===== src/rtl/pipe_pkg.sv =====
// Shared pipeline definitions: sequencer FSM encoding, register-zero constant
// and the bit offsets of the branch/jump fields inside the exe2mem bundle.
package pipe_pkg;

  typedef enum logic [1:0] {
    ST_RUN      = 2'd0,
    ST_MEM_WAIT = 2'd1,
    ST_HALT     = 2'd2
  } fsm_state_e;

  localparam logic [4:0] REG_ZERO = 5'd0;

  localparam int EXMEM_ZERO_BIT = 0;
  localparam int EXMEM_BEQ_BIT  = 1;
  localparam int EXMEM_JUMP_BIT = 2;
  localparam int EXMEM_CTRL_W   = 3;

  // Taken branch (BranchEq with zero set) or unconditional jump.
  function automatic logic is_redirect(input logic [EXMEM_CTRL_W-1:0] ctrl);
    return (ctrl[EXMEM_BEQ_BIT] & ctrl[EXMEM_ZERO_BIT]) | ctrl[EXMEM_JUMP_BIT];
  endfunction

endpackage


===== src/rtl/sat_counter.sv =====
// Statistics counter that sticks at all-ones instead of wrapping.
module sat_counter #(
  parameter int CNT_W = 32
) (
  input  logic             clk,
  input  logic             clr,
  input  logic             inc,
  output logic [CNT_W-1:0] count
);

  always_ff @(posedge clk) begin
    if (!clr)
      count <= '0;
    else if (inc && (count != {CNT_W{1'b1}}))
      count <= count + 1'b1;
  end

endmodule


===== src/rtl/hazard_ctrl.sv =====
// Pipeline sequencer: load-use stalls, MEM-stage redirects and data-memory
// waits with a timeout into a sticky HALT, plus stall/redirect statistics.
module hazard_ctrl
  import pipe_pkg::*;
#(
  parameter int MEM_TIMEOUT = 16,
  parameter int CNT_W       = 32
) (
  input  logic             clk,
  input  logic             clr,
  input  logic [4:0]       id_rs,
  input  logic [4:0]       id_rt,
  input  logic             id_uses_rt,
  input  logic             ex_mem_to_reg,
  input  logic [4:0]       ex_write_reg,
  input  logic             mem_branch_eq,
  input  logic             mem_zero,
  input  logic             mem_jump,
  input  logic             mem_access,
  input  logic             dmem_ready,
  output logic             pc_en,
  output logic             pc_sel,
  output logic             ifid_en,
  output logic             ifid_flush,
  output logic             idex_flush,
  output logic             exmem_en,
  output logic             exmem_flush,
  output logic             memwb_flush,
  output logic             halted,
  output logic [CNT_W-1:0] stall_cnt,
  output logic [CNT_W-1:0] flush_cnt
);

  localparam logic [8:0] TIMEOUT_LIM = 9'(MEM_TIMEOUT);

  fsm_state_e                state;
  logic [7:0]                wait_cnt;
  logic [EXMEM_CTRL_W-1:0]   exmem_ctrl;
  logic                      redirect;
  logic                      load_use;
  logic                      mem_wait;
  logic                      freeze;
  logic                      take_redirect;

  always_comb begin
    exmem_ctrl                 = '0;
    exmem_ctrl[EXMEM_ZERO_BIT] = mem_zero;
    exmem_ctrl[EXMEM_BEQ_BIT]  = mem_branch_eq;
    exmem_ctrl[EXMEM_JUMP_BIT] = mem_jump;
  end

  assign redirect = is_redirect(exmem_ctrl);
  assign load_use = ex_mem_to_reg && (ex_write_reg != REG_ZERO) &&
                    ((ex_write_reg == id_rs) || (id_uses_rt && (ex_write_reg == id_rt)));
  // Deasserting mem_access while waiting counts as completion.
  assign mem_wait = mem_access && !dmem_ready;

  // In MEM_WAIT an unfinished access keeps the freeze; a finished one falls
  // through to normal RUN priorities, so a pending redirect goes on release.
  always_comb begin
    pc_en         = 1'b1;
    pc_sel        = 1'b0;
    ifid_en       = 1'b1;
    ifid_flush    = 1'b0;
    idex_flush    = 1'b0;
    exmem_en      = 1'b1;
    exmem_flush   = 1'b0;
    memwb_flush   = 1'b0;
    freeze        = 1'b0;
    take_redirect = 1'b0;
    if (clr) begin
      if (state == ST_HALT || mem_wait) begin
        freeze = 1'b1;
      end else if (redirect) begin
        take_redirect = 1'b1;
        pc_sel        = 1'b1;
        ifid_flush    = 1'b1;
        idex_flush    = 1'b1;
        exmem_flush   = 1'b1;
      end else if (load_use) begin
        pc_en      = 1'b0;
        ifid_en    = 1'b0;
        idex_flush = 1'b1;
      end
    end
    if (freeze) begin
      pc_en       = 1'b0;
      ifid_en     = 1'b0;
      exmem_en    = 1'b0;
      memwb_flush = 1'b1;
    end
  end

  always_ff @(posedge clk) begin
    if (!clr) begin
      state    <= ST_RUN;
      wait_cnt <= '0;
      halted   <= 1'b0;
    end else begin
      case (state)
        ST_RUN: begin
          if (mem_wait) begin
            if (TIMEOUT_LIM <= 9'd1) begin
              state    <= ST_HALT;
              halted   <= 1'b1;
              wait_cnt <= '0;
            end else begin
              state    <= ST_MEM_WAIT;
              wait_cnt <= 8'd1;
            end
          end
        end
        ST_MEM_WAIT: begin
          if (!mem_wait) begin
            state    <= ST_RUN;
            wait_cnt <= '0;
          end else if (({1'b0, wait_cnt} + 9'd1) >= TIMEOUT_LIM) begin
            state    <= ST_HALT;
            halted   <= 1'b1;
            wait_cnt <= '0;
          end else begin
            wait_cnt <= wait_cnt + 8'd1;
          end
        end
        ST_HALT: begin
          state <= ST_HALT;
        end
        default: begin
          state    <= ST_RUN;
          wait_cnt <= '0;
        end
      endcase
    end
  end

  sat_counter #(.CNT_W(CNT_W)) u_stall_cnt (
    .clk   (clk),
    .clr   (clr),
    .inc   (!pc_en),
    .count (stall_cnt)
  );

  sat_counter #(.CNT_W(CNT_W)) u_flush_cnt (
    .clk   (clk),
    .clr   (clr),
    .inc   (take_redirect),
    .count (flush_cnt)
  );

endmodule


===== config.mk =====
export PLATFORM = sky130hd
export DESIGN_NAME = hazard_ctrl
export DESIGN_NICKNAME = d
export VERILOG_FILES = /design/src/rtl/pipe_pkg.sv /design/src/rtl/sat_counter.sv /design/src/rtl/hazard_ctrl.sv
export SDC_FILE = /design/constraint.sdc
export NUM_CORES = 1
export LEC_CHECK = 0
export BUFFER_PORTS_ARGS = -buffer_cell sky130_fd_sc_hd__buf_2
export CAP_MARGIN = 20
export CORE_ASPECT_RATIO = 1.25
export CORE_MARGIN = 1.5
export CORE_UTILIZATION = 25
export CTS_CLUSTER_SIZE = 12
export DETAILED_ROUTE_END_ITERATION = 10
export PLACE_DENSITY = 0.51
export SLEW_MARGIN = 20
export SYNTH_ARGS = -nofsm -noshare
export SYNTH_HDL_FRONTEND = slang
export SYNTH_SLANG_ARGS = --single-unit

===== constraint.sdc =====
create_clock -name clk -period 3.1 [get_ports clk]
set_clock_uncertainty 0.2 [all_clocks]
set_input_delay 0.31 -clock clk [delete_from_list [all_inputs] [get_ports clk]]
set_output_delay 0.31 -clock clk [all_outputs]
set_load 0.02 [all_outputs]

==> results of run 1 <==
==> Yosys cell counts (6+ instances only) <==
cell       n  area (um^2)
xnor2_1   32          280
or3_1     10         62.6
nor2_1    60          225
nand2b_1   6         37.5
a21oi_1   16         80.1
dfxtp_1   75         1500
o21ai_0   12         60.1
nand3_1   28          140
xor2_1    24          210
nand4_1   26          163
nand2_1   41          154
inv_1     11         41.3
clkbuf_1   8         30.0
and2_1    10         62.6
and3_1    21          131
nor3_1     7         35.0
==> worst max-delay path, stage by stage (launching register included) <==
cell and delay [ns]:
dfxtp_1 0.44, nand4_2 0.21, nor4_4 0.40, and3_1 0.26, nand3_2 0.26, nand2_1 0.35, nor4_1 0.08, o21bai_1 0.18
==> report_power, final <==
part           switching [uW]  total [uW]  internal [uW]
logic                    66.8         108           41.3
clock network             408        1030            619
registers                6.67         975            968
==> layout make-up <==
cell class / count / area, um^2
Timing Repair Buffer: 102 / 526
Fill cell: 1538 / 9790
Inverter: 11 / 41.3
Clock buffer: 11 / 233
Multi-Input combinational cell: 338 / 2040
Sequential cell: 75 / 1500
Clock inverter: 4 / 52.6
Tap cell: 178 / 223
==> layout by cell type (no fill, tap or decap), types with 2 or more instances in the layout <==
cell        count
buf_2          96
dfxtp_1        75
nor2_1         60
nand2_1        41
xnor2_1        32
nand3_1        28
nand4_1        26
xor2_1         24
and3_1         21
a21oi_1        16
o21ai_0        12
inv_1          10
and2_1         10
or3_1          10
clkbuf_16       9
nor3_1          7
nand2b_1        6
buf_4           6
ha_1            4
and4_1          3
mux2i_1         3
or2_2           3
clkinvlp_4      3
a21o_1          2
nand4_2         2
nand3_2         2
nor4_1          2
o211ai_1        2
a41oi_1         2
a311oi_1        2
nor3b_1         2
clkbuf_1        2
==> per-stage QoR <==
stage	power, uW	std cells	instance area (um^2)
after floorplan	1070	441	3690
after global placement	1110	704	4340
after detailed placement	1110	704	4340
after CTS	2160	719	4620
after global routing	2210	719	4620
final	2110	719	4620
==> metal layers <==
layer  up-vias  part of all wire [%]
li1       1733                     -
met1      1548                    44
met2        91                    48
met3        13                   6.0
met4         0                   1.9
met5         -                     0
==> worst max-delay path by stage <==
stage	slack, ns	endpoint	cells after the start
5_1_grt	0.39	u_stall_cnt.count[25]$_SDFFE_PN0P_	7
3_5_place_dp	0.58	u_stall_cnt.count[25]$_SDFFE_PN0P_	8
3_3_place_gp	0.64	u_stall_cnt.count[16]$_SDFFE_PN0P_	9
4_1_cts	0.61	u_stall_cnt.count[25]$_SDFFE_PN0P_	7
2_1_floorplan	0.86	u_stall_cnt.count[5]$_SDFFE_PN0P_	8
6_report	0.61	u_stall_cnt.count[6]$_SDFFE_PN0P_	7
==> kinds of logic (layout without fill, tap and decap cells) <==
logic type	count (synthesis)	after routing	share of synthesized area, %
AND/OR/NAND/NOR	228	228	32.1
multiplexers	3	3	0.814
buffers and inverters	28	128	3.87
AO/OA/AOI/OAI	47	47	7.87
XOR/XNOR	56	56	13.3
flip-flops	75	75	40.7
adder cells (fa/ha/maj)	4	4	1.36
==> state kept, by name (all words and copies together), names as in the netlist <==
signal,count
halted,1
state,2
u_flush_cnt.count,32
u_stall_cnt.count,32
wait_cnt,8
==> results.md, run 1 <==
* GRT Max-Usage Layer: met2
* Worst setup path start: u_stall_cnt.count[15]$_SDFFE_PN0P_
* Die width at between 100 and 150 um
* MaxCap Viol Count at 0
* RSZ-0062 raised after global routing: no
* DRT Pass-1 Iters at 4
* Worst EP arrival at 2.52 ns
* Initial antenna violation count at 0
* Layout cells sized above 1 at a little under a quarter
* Clock transition at path regs at 0.06 ns
* Critical path peak fanout at 12
* Avg Cell Area, Syn at 8.36 um^2
* Max Clk Rate at between 400 and 500 MHz
* Post-DP HPWL at 7020 um
* Final hold vios at 0
* Antenna diodes at 0
* Max rail drop VDD at ~0.25 mV
* Worst slack, placed at between 0.5 and 0.6 ns
* Largest net degree at the start of global routing at slightly below 60
* Ys flop type: dfxtp_1
* Sequential area share after synthesis at slightly above 40%
* FF+latch count, synth at 75
* Clock sink count at 75
* Period utilization at 80.3%
* DR iter-0 viols at ~160
* I/O pin cnt at 97
* Via count at 3385
* Initial Util at 25.6%
* Die ar. at 0.0155 mm^2
* Synth cell types at 47
* Final hold slack at between 0.07 and 0.08 ns
* Setup violations, final at 0
* Clock tree buffer depth at 2
* Core Util, Final at 32.1%
* Drt via density at 4.71
* Final setup margin at roughly 0.61 ns
* IO buf count at 96
* Hold EP: state[0]$_SDFFE_PN0P_
* CTS tree: built
* Leakage at 0.00192 uW
* Cell area after synthesis at 0.00369 mm^2
* Die Y at about 140 um
* Final GP Congestion at ~0.76
* Worst min-delay path category: in -> reg
* Tot GR Track Use at 12.7%
* R2R setup slack at about 0.6 ns
* Setup Total Neg Slack at 0 ns
* Routed WL at ~9500 um
* M2 GR Usage at a little over a fifth
* First-pass GRT wire length at 15700 um
* Worst setup EP type: flop
* Layout area overhead at 25.3%
* CTS Buf Count at 9
* R2R cell count at 7
* Synthesized Nets at 469
* Max-slew violations at 0
* Clock tree root buffer cell: clkbuf_16
* Syn Inst Count at about 440
* Crit start category: flop
* Drc violations at 0
* Vias in the first global route at approximately 3.2k
* Cells on Worst Hold Path at 3
* GR Util met1 at between 10 and 15%
* Core Rows at slightly below 50
* Slew @ Worst Pin at approximately 0.65 ns
* Worst-skew pair later-pin latency at approximately 0.34 ns
* WL/cell at 13.3 um
* Post-CTS resize count at 0
* Final min period at ~2.5 ns
* Post-CTS Setup Inserts at 0
* Status: complete, no violations
* Total congestion overflow at 0
* Capturing point of the worst reg2reg path: u_stall_cnt.count[6]$_SDFFE_PN0P_
* Met3 Usage GRT at between 4 and 5%
* Pwr dens at between 400 and 500 mW/mm^2
* Slew HR at between 50% and 60%
* HP Start: clr
* Number of nets in the layout at 565
* Kind of critical path: reg -> reg
* Share of flip-flops with an asynchronous set or reset at 0%
* H-Tree Depth at 3
* Cts-stage hold buffer count at 0
* Yosys warns at 0
* Core area at ~0.014 mm^2
* EDFF count, synth at 0
* Antenna Nets Post-Route at 0
* Crit path required time at approximately 3.1 ns
* Worst r2r src: u_stall_cnt.count[15]$_SDFFE_PN0P_
Power figures use the tool's default switching activity.
==> inputs of run 2 (changes only) <==
==> constraint.sdc (replaced) <==
create_clock -name clk -period 2.3 [get_ports clk]
set_clock_uncertainty 0.2 [all_clocks]
set_input_delay 0.23 -clock clk [delete_from_list [all_inputs] [get_ports clk]]
set_output_delay 0.23 -clock clk [all_outputs]
set_load 0.02 [all_outputs]
==> results.md, run 2 (same netlist as run 1, synthesis figures left out) <==
* Antenna Nets Post-Route at 0
* Status: complete, no violations
* Vias in the first global route at around 3.5k
* IO buf count at between 90 and 100
* Period utilization at between 90% and 100%
* Via count at 3563
* DR iter-0 viols at between 100 and 150
* Die width at roughly 110 um
* Drt via density at between 4 and 5
* Leakage at 0.00218 uW
* Most common cell after layout, fill and taps aside: buf_2
* Critical path peak fanout at 5
* Die Y at around 140 um
* Max Clk Rate at 456 MHz
* Crit path required time at 1.87 ns
* Number of nets in the layout at approximately 610
* CTS tree: built
* Clock tree root buffer cell: clkbuf_16
* Initial antenna violation count at 0
* Post-DP HPWL at 7680 um
* Worst setup EP type: output pin
* Design area at around 0.005 mm^2
* Kind of critical path: in -> out
* First-pass GRT wire length at around 17000 um
* Max-slew violations at 0
* Total congestion overflow at 0
* Pint at about 2100 uW
* Setup violations, final at 0
* Largest net degree at the start of global routing at 59
* WL/cell at 13.1 um
* H-Tree Depth at 3
* MaxCap Viol Count at 0
* I/O pin cnt at between 90 and 100
* Seq pwr share at between 40 and 50%
* Initial Util at about a quarter
* Clock transition at path regs at ~0.060 ns
* DRT Pass-1 Iters at 5
* Net Switching at around 650 uW
* Logic gate share of total power at under 10%
* Final min period at between 2 and 2.5 ns
* Worst-skew pair later-pin latency at roughly 0.33 ns
* Slew @ Worst Pin at 0.646 ns
* Crit start category: input port
* Setup Total Neg Slack at 0 ns
* Final hold vios at 0
* Net Sw Frac at about a quarter
* Layout area overhead at 35.1%
* Regs by FF count: u_flush_cnt.count (32), u_stall_cnt.count (32), wait_cnt (8)
* Core Util, Final at 34.6%
* Max rail drop VDD at about 0.33 mV
* Tot GR Track Use at a little over an eighth
* CTS Buf Count at 9
* Core area at approximately 0.014 mm^2
* Commonest non-fill, non-tap cells in the layout: buf_2, dfxtp_1, nor2_1, buf_4, nand2_1
* Final hold slack at roughly 0.15 ns
* Core Rows at between 40 and 50
* Clock tree buffer depth at 2
* Worst EP arrival at approximately 1.8 ns
* Worst min-delay path category: in -> reg
* Die ar. at between 0.015 and 0.02 mm^2
* Routed WL at 10000 um
* Antenna diodes at 0
* Clock network power share at 46.8%
* Layout cells sized above 1 at between 30% and 40%
* RSZ-0062 raised after global routing: no
* Final GP Congestion at 0.818
* Pwr dens at 557 mW/mm^2
* Clock sink count at between 70 and 80
* Post-placement cell area at roughly 0.0047 mm^2
* Slew HR at 56.9%
* Drc violations at 0
run 2: cell types whose count changed in the layout (fill, tap and decap cells not counted), sizes merged:
| cell | previous run | this run |
|---|---|---|
| clkinvlp | 3 | 0 |
| clkinv | 1 | 6 |
| buf | 102 | 149 |
| bufinv | 1 | 0 |
run 2: layout make-up:
class / instances / area [um^2]
clock buffer: 11 / 243
clock inverter: 5 / 28.8
fill: 1539 / 9420
inverter: 11 / 41.3
multi-input combinational: 338 / 2070
sequential: 75 / 1500
tap: 178 / 223
timing repair buffer: 149 / 878
run 2: through the flow:
| stage | setup slack, ns | power, uW | cells |
|---|---|---|---|
| after floorplan | 0.0630 | 1440 | 441 |
| after global placement | 0.0865 | 1500 | 749 |
| after detailed placement | 0.0500 | 1510 | 749 |
| after CTS | 0.0385 | 2830 | 765 |
| after global routing | 0.0134 | 2900 | 767 |
| final | 0.109 | 2780 | 767 |
run 2: final timing paths:
kind                                      from                            endpoint  slack (ns)  depth (start not counted)
max reg2reg  u_stall_cnt.count[1]$_SDFFE_PN0P_  u_stall_cnt.count[13]$_SDFFE_PN0P_        0.14                          8
max                            ex_write_reg[1]                             ifid_en        0.11                          8
min reg2reg                halted$_SDFFE_PN0P_                 halted$_SDFFE_PN0P_        0.25                          2
min                                        clr               state[0]$_SDFFE_PN0P_        0.15                          4
run 2: power by group through the flow:
stage / Clock, uW / Combinational (uW) / Sequential, uW
global route: 1410 / 184 / 1310
finish: 1300 / 167 / 1310
floorplan: 0 / 92.6 / 1350
global placement: 0 / 163 / 1340
CTS: 1350 / 167 / 1310
detailed placement: 0 / 167 / 1340
run 2: timing repair:
item / CTS / global route
endpoints found under the setup margin: 0 / 14
hold buffers: 0 / 0
setup buffers: 0 / 2
hold endpoints to repair: 0 / 0
resized for setup: 0 / 5
run 2: metal layers:
layer	up-vias	wire length (um)	GRT usage, %
li1	1820	-	-
met1	1649	4360	15.3
met2	86	5030	23.2
met3	8	473	3.28
met4	0	143	5.13
met5	-	0	0
run 2: worst max-delay path: stages:
cell	delay, ns
buf_2	0.12
or4_1	0.53
o21ai_1	0.17
nor3_1	0.06
a21o_1	0.22
buf_4	0.15
inv_1	0.09
buf_2	0.17
